<file path="src/rtl/multi_beat_sequencer_pkg.sv">
// Shared types for the multi-beat CPU control sequencer.
// Holds the state enum, fault codes and instruction-type encodings.
// Pure declarations; no logic, no latency, no backpressure.
package multi_beat_sequencer_pkg;

    typedef enum logic [3:0] {
        ST_FETCH          = 4'd0,
        ST_FETCH_WAIT     = 4'd1,
        ST_DECODE         = 4'd2,
        ST_LOAD_MEM       = 4'd3,
        ST_LOAD_MEM_WAIT  = 4'd4,
        ST_STORE_MEM      = 4'd5,
        ST_STORE_MEM_WAIT = 4'd6,
        ST_ALU_EXEC       = 4'd7,
        ST_UPDATE_PC      = 4'd8,
        ST_IRQ_ENTRY      = 4'd9,
        ST_HALT           = 4'd10,
        ST_FAULT          = 4'd11
    } seq2_state_t;

    localparam logic [1:0] FAULT_ILLEGAL   = 2'b00;
    localparam logic [1:0] FAULT_FETCH_TO  = 2'b01;
    localparam logic [1:0] FAULT_LOAD_TO   = 2'b10;
    localparam logic [1:0] FAULT_STORE_TO  = 2'b11;

    localparam logic [1:0] INST_F = 2'b00;
    localparam logic [1:0] INST_J = 2'b01;
    localparam logic [1:0] INST_R = 2'b10;
    localparam logic [1:0] INST_I = 2'b11;

    localparam logic [1:0] IMM_LD  = 2'b00;
    localparam logic [1:0] IMM_ST  = 2'b01;
    localparam logic [1:0] IMM_LDI = 2'b10;
    localparam logic [1:0] IMM_RSV = 2'b11;

    // True for the three states that wait on the memory controller
    function automatic logic is_wait_state(input seq2_state_t s);
        return (s == ST_FETCH_WAIT) || (s == ST_LOAD_MEM_WAIT) || (s == ST_STORE_MEM_WAIT);
    endfunction

endpackage

</file>
<file path="src/rtl/multi_beat_sequencer_wait_timer.sv">
// Wait-state timer: counts cycles spent waiting, flags the last allowed cycle.
// Terminal count is combinational from the registered count (0 cycles added).
// No backpressure; clear has priority over enable.
module multi_beat_sequencer_wait_timer #(
    parameter int WIDTH    = 1,
    parameter int TERMINAL = 0
) (
    input  logic clk_i,
    input  logic rst_i,
    input  logic clear_i,
    input  logic en_i,
    output logic tc_o
);

    logic [WIDTH-1:0] cnt_q;
    logic [WIDTH-1:0] cnt_d;

    // Next count: zero while not waiting, count up while waiting
    always_comb begin
        cnt_d = cnt_q;
        if (clear_i) begin
            cnt_d = '0;
        end else if (en_i) begin
            cnt_d = cnt_q + WIDTH'(1);
        end
    end

    // Count register with synchronous reset
    always_ff @(posedge clk_i) begin
        if (rst_i) begin
            cnt_q <= '0;
        end else begin
            cnt_q <= cnt_d;
        end
    end

    assign tc_o = en_i && (cnt_q == WIDTH'(TERMINAL));

endmodule

</file>
<file path="src/rtl/multi_beat_sequencer.sv">
// Control sequencer: fetch/decode/execute/update-PC with multi-beat fetch, timeouts, IRQ, debug halt.
// One state per cycle; all transitions registered, outputs decoded from state.
// Waits on memory via *_WAIT states; optional timeout forces FAULT.
module multi_beat_sequencer
    import multi_beat_sequencer_pkg::*;
#(
    parameter int FETCH_BEATS    = 1,
    parameter int TIMEOUT_CYCLES = 0,
    parameter int ILLEGAL_TRAP   = 1
) (
    input  logic        clk_in,
    input  logic        reset_in,
    input  logic        mem_busy_in,
    input  logic        inst_fetch_done_in,
    input  logic        data_read_done_in,
    input  logic [1:0]  inst_type_in,
    input  logic [1:0]  imm_type_in,
    input  logic        irq_in,
    input  logic        irq_en_in,
    input  logic        halt_req_in,
    input  logic        step_in,
    input  logic        fault_clear_in,
    output seq2_state_t seq_state_out,
    output logic [1:0]  fetch_beat_out,
    output logic        retire_out,
    output logic        irq_ack_out,
    output logic        halted_out,
    output logic        fault_out,
    output logic [1:0]  fault_code_out
);

    localparam logic [1:0] LAST_BEAT = 2'(FETCH_BEATS - 1);

    seq2_state_t state_q, state_d;
    logic [1:0]  beat_q, beat_d;
    logic        step_q, step_d;
    logic [1:0]  code_q, code_d;
    logic        in_wait;
    logic        timeout;

    assign in_wait = is_wait_state(state_q);

    generate
        if (TIMEOUT_CYCLES > 0) begin : g_timer
            multi_beat_sequencer_wait_timer #(
                .WIDTH    ($clog2(TIMEOUT_CYCLES + 1)),
                .TERMINAL (TIMEOUT_CYCLES - 1)
            ) u_wait_timer (
                .clk_i   (clk_in),
                .rst_i   (reset_in),
                .clear_i (!in_wait),
                .en_i    (in_wait),
                .tc_o    (timeout)
            );
        end else begin : g_no_timer
            assign timeout = 1'b0;
        end
    endgenerate

    // State, beat index, step flag and fault code registers
    always_ff @(posedge clk_in) begin
        if (reset_in) begin
            state_q <= ST_FETCH;
            beat_q  <= 2'b00;
            step_q  <= 1'b0;
            code_q  <= FAULT_ILLEGAL;
        end else begin
            state_q <= state_d;
            beat_q  <= beat_d;
            step_q  <= step_d;
            code_q  <= code_d;
        end
    end

    // Next-state logic; completion is checked before timeout so a late done still wins
    always_comb begin
        state_d = state_q;
        beat_d  = beat_q;
        step_d  = step_q;
        code_d  = code_q;
        case (state_q)
            ST_FETCH: state_d = ST_FETCH_WAIT;
            ST_FETCH_WAIT: begin
                if (inst_fetch_done_in) begin
                    if (beat_q < LAST_BEAT) begin
                        beat_d  = beat_q + 2'd1;
                        state_d = ST_FETCH;
                    end else begin
                        beat_d  = 2'b00;
                        state_d = ST_DECODE;
                    end
                end else if (timeout) begin
                    beat_d  = 2'b00;
                    code_d  = FAULT_FETCH_TO;
                    state_d = ST_FAULT;
                end
            end
            ST_DECODE: begin
                case (inst_type_in)
                    INST_F, INST_J: state_d = ST_UPDATE_PC;
                    INST_R:         state_d = ST_ALU_EXEC;
                    default: begin
                        case (imm_type_in)
                            IMM_LD:  state_d = ST_LOAD_MEM;
                            IMM_ST:  state_d = ST_STORE_MEM;
                            IMM_LDI: state_d = ST_UPDATE_PC;
                            default: begin
                                if (ILLEGAL_TRAP != 0) begin
                                    code_d  = FAULT_ILLEGAL;
                                    state_d = ST_FAULT;
                                end else begin
                                    state_d = ST_UPDATE_PC;
                                end
                            end
                        endcase
                    end
                endcase
            end
            ST_LOAD_MEM: state_d = ST_LOAD_MEM_WAIT;
            ST_LOAD_MEM_WAIT: begin
                if (data_read_done_in) begin
                    state_d = ST_UPDATE_PC;
                end else if (timeout) begin
                    code_d  = FAULT_LOAD_TO;
                    state_d = ST_FAULT;
                end
            end
            ST_STORE_MEM: state_d = ST_STORE_MEM_WAIT;
            ST_STORE_MEM_WAIT: begin
                if (!mem_busy_in) begin
                    state_d = ST_UPDATE_PC;
                end else if (timeout) begin
                    code_d  = FAULT_STORE_TO;
                    state_d = ST_FAULT;
                end
            end
            ST_ALU_EXEC: state_d = ST_UPDATE_PC;
            ST_UPDATE_PC: begin
                if (step_q || halt_req_in) begin
                    step_d  = 1'b0;
                    state_d = ST_HALT;
                end else if (irq_in && irq_en_in) begin
                    state_d = ST_IRQ_ENTRY;
                end else begin
                    state_d = ST_FETCH;
                end
            end
            ST_IRQ_ENTRY: state_d = ST_FETCH;
            ST_HALT: begin
                if (step_in) begin
                    step_d  = 1'b1;
                    state_d = ST_FETCH;
                end else if (!halt_req_in) begin
                    state_d = ST_FETCH;
                end
            end
            ST_FAULT: begin
                if (fault_clear_in) begin
                    code_d  = FAULT_ILLEGAL;
                    state_d = ST_HALT;
                end
            end
            default: state_d = ST_FETCH;
        endcase
    end

    // Outputs decoded purely from registered state
    always_comb begin
        seq_state_out  = state_q;
        fetch_beat_out = 2'b00;
        if ((state_q == ST_FETCH) || (state_q == ST_FETCH_WAIT)) begin
            fetch_beat_out = beat_q;
        end
        retire_out     = (state_q == ST_UPDATE_PC);
        irq_ack_out    = (state_q == ST_IRQ_ENTRY);
        halted_out     = (state_q == ST_HALT);
        fault_out      = (state_q == ST_FAULT);
        fault_code_out = code_q;
    end

endmodule

</file>
<file path="config.mk">
export PLATFORM = sky130hd
export DESIGN_NAME = multi_beat_sequencer
export DESIGN_NICKNAME = d
export VERILOG_FILES = /design/src/rtl/multi_beat_sequencer_pkg.sv /design/src/rtl/multi_beat_sequencer_wait_timer.sv /design/src/rtl/multi_beat_sequencer.sv
export SDC_FILE = /design/constraint.sdc
export NUM_CORES = 1
export LEC_CHECK = 0
export ABC_AREA = 1
export CAP_MARGIN = 30
export CORE_AREA = 10 10 47 49
export DETAILED_ROUTE_END_ITERATION = 10
export DIE_AREA = 0 0 57 59
export HOLD_SLACK_MARGIN = 0.03
export PLACE_DENSITY = 0.8
export SYNTH_ARGS = -nofsm -noshare
export SYNTH_HDL_FRONTEND = slang
export SYNTH_SLANG_ARGS = --single-unit
</file>
<file path="constraint.sdc">
create_clock -name clk_in -period 1.8 [get_ports clk_in]
set_clock_uncertainty 0.1 [all_clocks]
set_input_delay 0.45 -clock clk_in [delete_from_list [all_inputs] [get_ports clk_in]]
set_output_delay 0.45 -clock clk_in [all_outputs]
set_load 0.02 [all_outputs]
</file>
==> metrics.cfg <==
[outcome]
status = completed

[timing]
finalSetupViolations = 0
max_freq_mhz = 577.1
fin_ws_ns = 0.06728
period_minus_slack_ns = 1.733
rsz0062_at_grt = false
final_max_slew_viol_count = 0
hold_viol = 0
fin_crit_sh = 0.9626
tns_ns = 0

[power_and_ir_drop]
p_sw_frac = 0.4538
p_per_area_mw_per_mm2 = 1083
p_total_mw = 0.9407
irDropWorstVdd_uv = 577.5
p_leak_nw = 0.4592
seq_power_share = 0.191
combPwrFrac = 0.668
pwr-share-clk = 0.142
power.internal_mw = 0.5138
power_switching_mw = 0.4268

[setup_path]
cp-end-kind = primary output
critPathSlowestCell = dfxtp_1
worstPathCellList = buf_4 > nand2_1 > nor2_2 > clkdlybuf4s15_2
arrival_ns = 1.18
rr_endpoint = seq_state_out[2]$_SDFFE_PP0P_
path_buf_inv = 2
crit_family = buffers and inverters
reg2reg_from = seq_state_out[3]$_SDFFE_PP0P_
slowest_delay_ns = 0.34
start_kind = flip-flop
cp.required_ns = 1.25
r2r_cells = 8
r2r_slack_ns = 0.44
crit_type = reg2out
worstSetupStartpoint = seq_state_out[0]$_SDFFE_PP0P_
cp_num_cells = 4
cp_max_fo = 2

[yosys]
ys.warnings.count = 0
synthAdderAreaFrac = 0.06944
synth_mux_area_frac = 0
ys_seq_area_frac = 0.1852
syn-instance-count = 89
yosys.cell_types.count = 22
syn-cell-area_um2 = 540.5
synth_compound_area_frac = 0.1458
yosys.area.top_type = dfxtp_1
synth_area_leaders = dfxtp_1, inv_1, nand2_1
synthSimpleGateAreaFrac = 0.4051
synthXorXnorAreaFrac = 0
ys_ff_latch = 5
synth_top_family_by_area = simple AND/OR/NAND/NOR gates
avgSynthCellArea_um2 = 6.073
synth_top_area_share = 0.1852

[die]
dieWidth_um = 57
core_mm2 = 0.001401
boundaryPins = 26
die-area_mm2 = 0.003363
start_util = 0.3857
die_h_um = 59
num_rows = 14

[final_layout]
syn2layout_area_growth_pct = 60.65
final_cell_mix = inv_1, nand2_1, buf_4
antenna_cells = 0
nNetsFinal = 145
fin_cells = 143
layout-drive-gt1-share = 0.2677
fill_cells = 134

[cts]
h-tree-depth = 1
cts_tree = built
cts_sinks = 5
clk_latency_ns = 0.25
path_clk_slew_ns = 0.04
cts_hold_buf = 0
post_cts.repair.setup_buffers = 0
cts-root-buf = clkbuf_4
cts_inserted_buffers = 3
clock_path_buffers = 2
cts_resized = 14

[place]
place.gp.congestion = 0.8743
dp.cells = 139
place_ws_ns = -0.1545
post-dp-hpwl_mm = 1.509
portBuffers = 21

[grt]
track_usage = 0.1072
grt_pass1_wl_mm = 2.904
grt_overflow = 0
antenna_found_initial = 0
grt_pass1_vias = 700
grt_max_degree = 7

[routing]
drtPass1Iterations = 4
drc = 0
drtAntennaViolNets = 0
num_vias = 685
viasPerCell = 4.790
wire_per_inst_um = 12.36
drt_iter0_drc = 13
routed_wl_mm = 1.767

[hold_path]
min_from = step_q$_SDFFE_PP0P_
whs_path_depth = 2
hold_path_class = reg2reg
min_to = step_q$_SDFFE_PP0P_

[flow_run]
drv_cap = 0

## tightest hold or removal path: cells and delay by family, from the launching register on
kind	cells	cell delay [ns]
flip-flops	1	0.36
AND/OR/NAND/NOR	1	0.07
AO/OA/AOI/OAI	1	0.08
## synthesized netlist by cell type
master,instances
inv_1,17
nand2_1,17
nor2_1,10
dfxtp_1,5
nand3_1,5
a21oi_1,4
buf_4,4
ha_1,3
nand3_2,3
nor2_2,3
o21ai_0,3
a31oi_1,2
inv_2,2
nand2_2,2
nand4_1,2
a21boi_2,1
conb_1,1
nand3b_1,1
nor2_4,1
o211ai_1,1
o21a_1,1
o21ai_1,1
## power by group through the flow
stage / Combinational (mW) / Sequential (mW) / Clock [mW]
2_1_floorplan: 0.298 / 0.222 / 0
3_3_place_gp: 0.640 / 0.177 / 0
3_5_place_dp: 0.655 / 0.177 / 0
4_1_cts: 0.631 / 0.178 / 0.143
5_1_grt: 0.698 / 0.181 / 0.144
6_report: 0.628 / 0.179 / 0.133
## final cells by class
class,instances,area (um^2),share of cell area
Multi-Input combinational cell,64,350.3,0.4035
Timing Repair Buffer,35,299.0,0.3444
Sequential cell,5,101.3,0.1167
Inverter,19,71.32,0.08213
Clock buffer,4,26.28,0.03026
Tap cell,16,20.02,0.02305
## sequential cells by signal (all words and copies together) (netlist names)
register       cells
step_q             1
seq_state_out      4
## worst max-delay path by stage
| stage | endpoint | slack, ns |
|---|---|---|
| after floorplan | irq_ack_out | 0.14 |
| after global placement | seq_state_out[1]$_SDFFE_PP0P_ | -0.12 |
| after detailed placement | seq_state_out[1]$_SDFFE_PP0P_ | -0.15 |
| after CTS | halted_out | 0.004 |
| after global routing | irq_ack_out | 0.01 |
| final | fault_out | 0.07 |
## kinds of logic (layout without fill, tap and decap cells)
logic type	Yosys count	in the layout
simple gates	44	44
flops	5	5
fa+ha+maj	3	3
buf+inv	23	58
other cells	1	4
compound gates	13	13
## stage by stage
| step | utilization | instance area (um^2) | hold slack (ns) |
|---|---|---|---|
| final | 0.6196 | 868.3 | 0.4525 |
| after global routing | 0.6196 | 868.3 | 0.5053 |
| after CTS | 0.6286 | 880.8 | 0.4536 |
| after detailed placement | 0.6116 | 857.1 | 0.4432 |
| after global placement | 0.6116 | 857.1 | 0.4298 |
| after floorplan | - | 551.8 | 0.3999 |
## layer usage
metal / track usage / share of wire
met1: 0.09976 / 0.40
met2: 0.2000 / 0.52
met3: 0.03648 / 0.059
met4: 0.06040 / 0.023
met5: 0 / 0
Note: power is estimated with default switching activity, not from simulation.
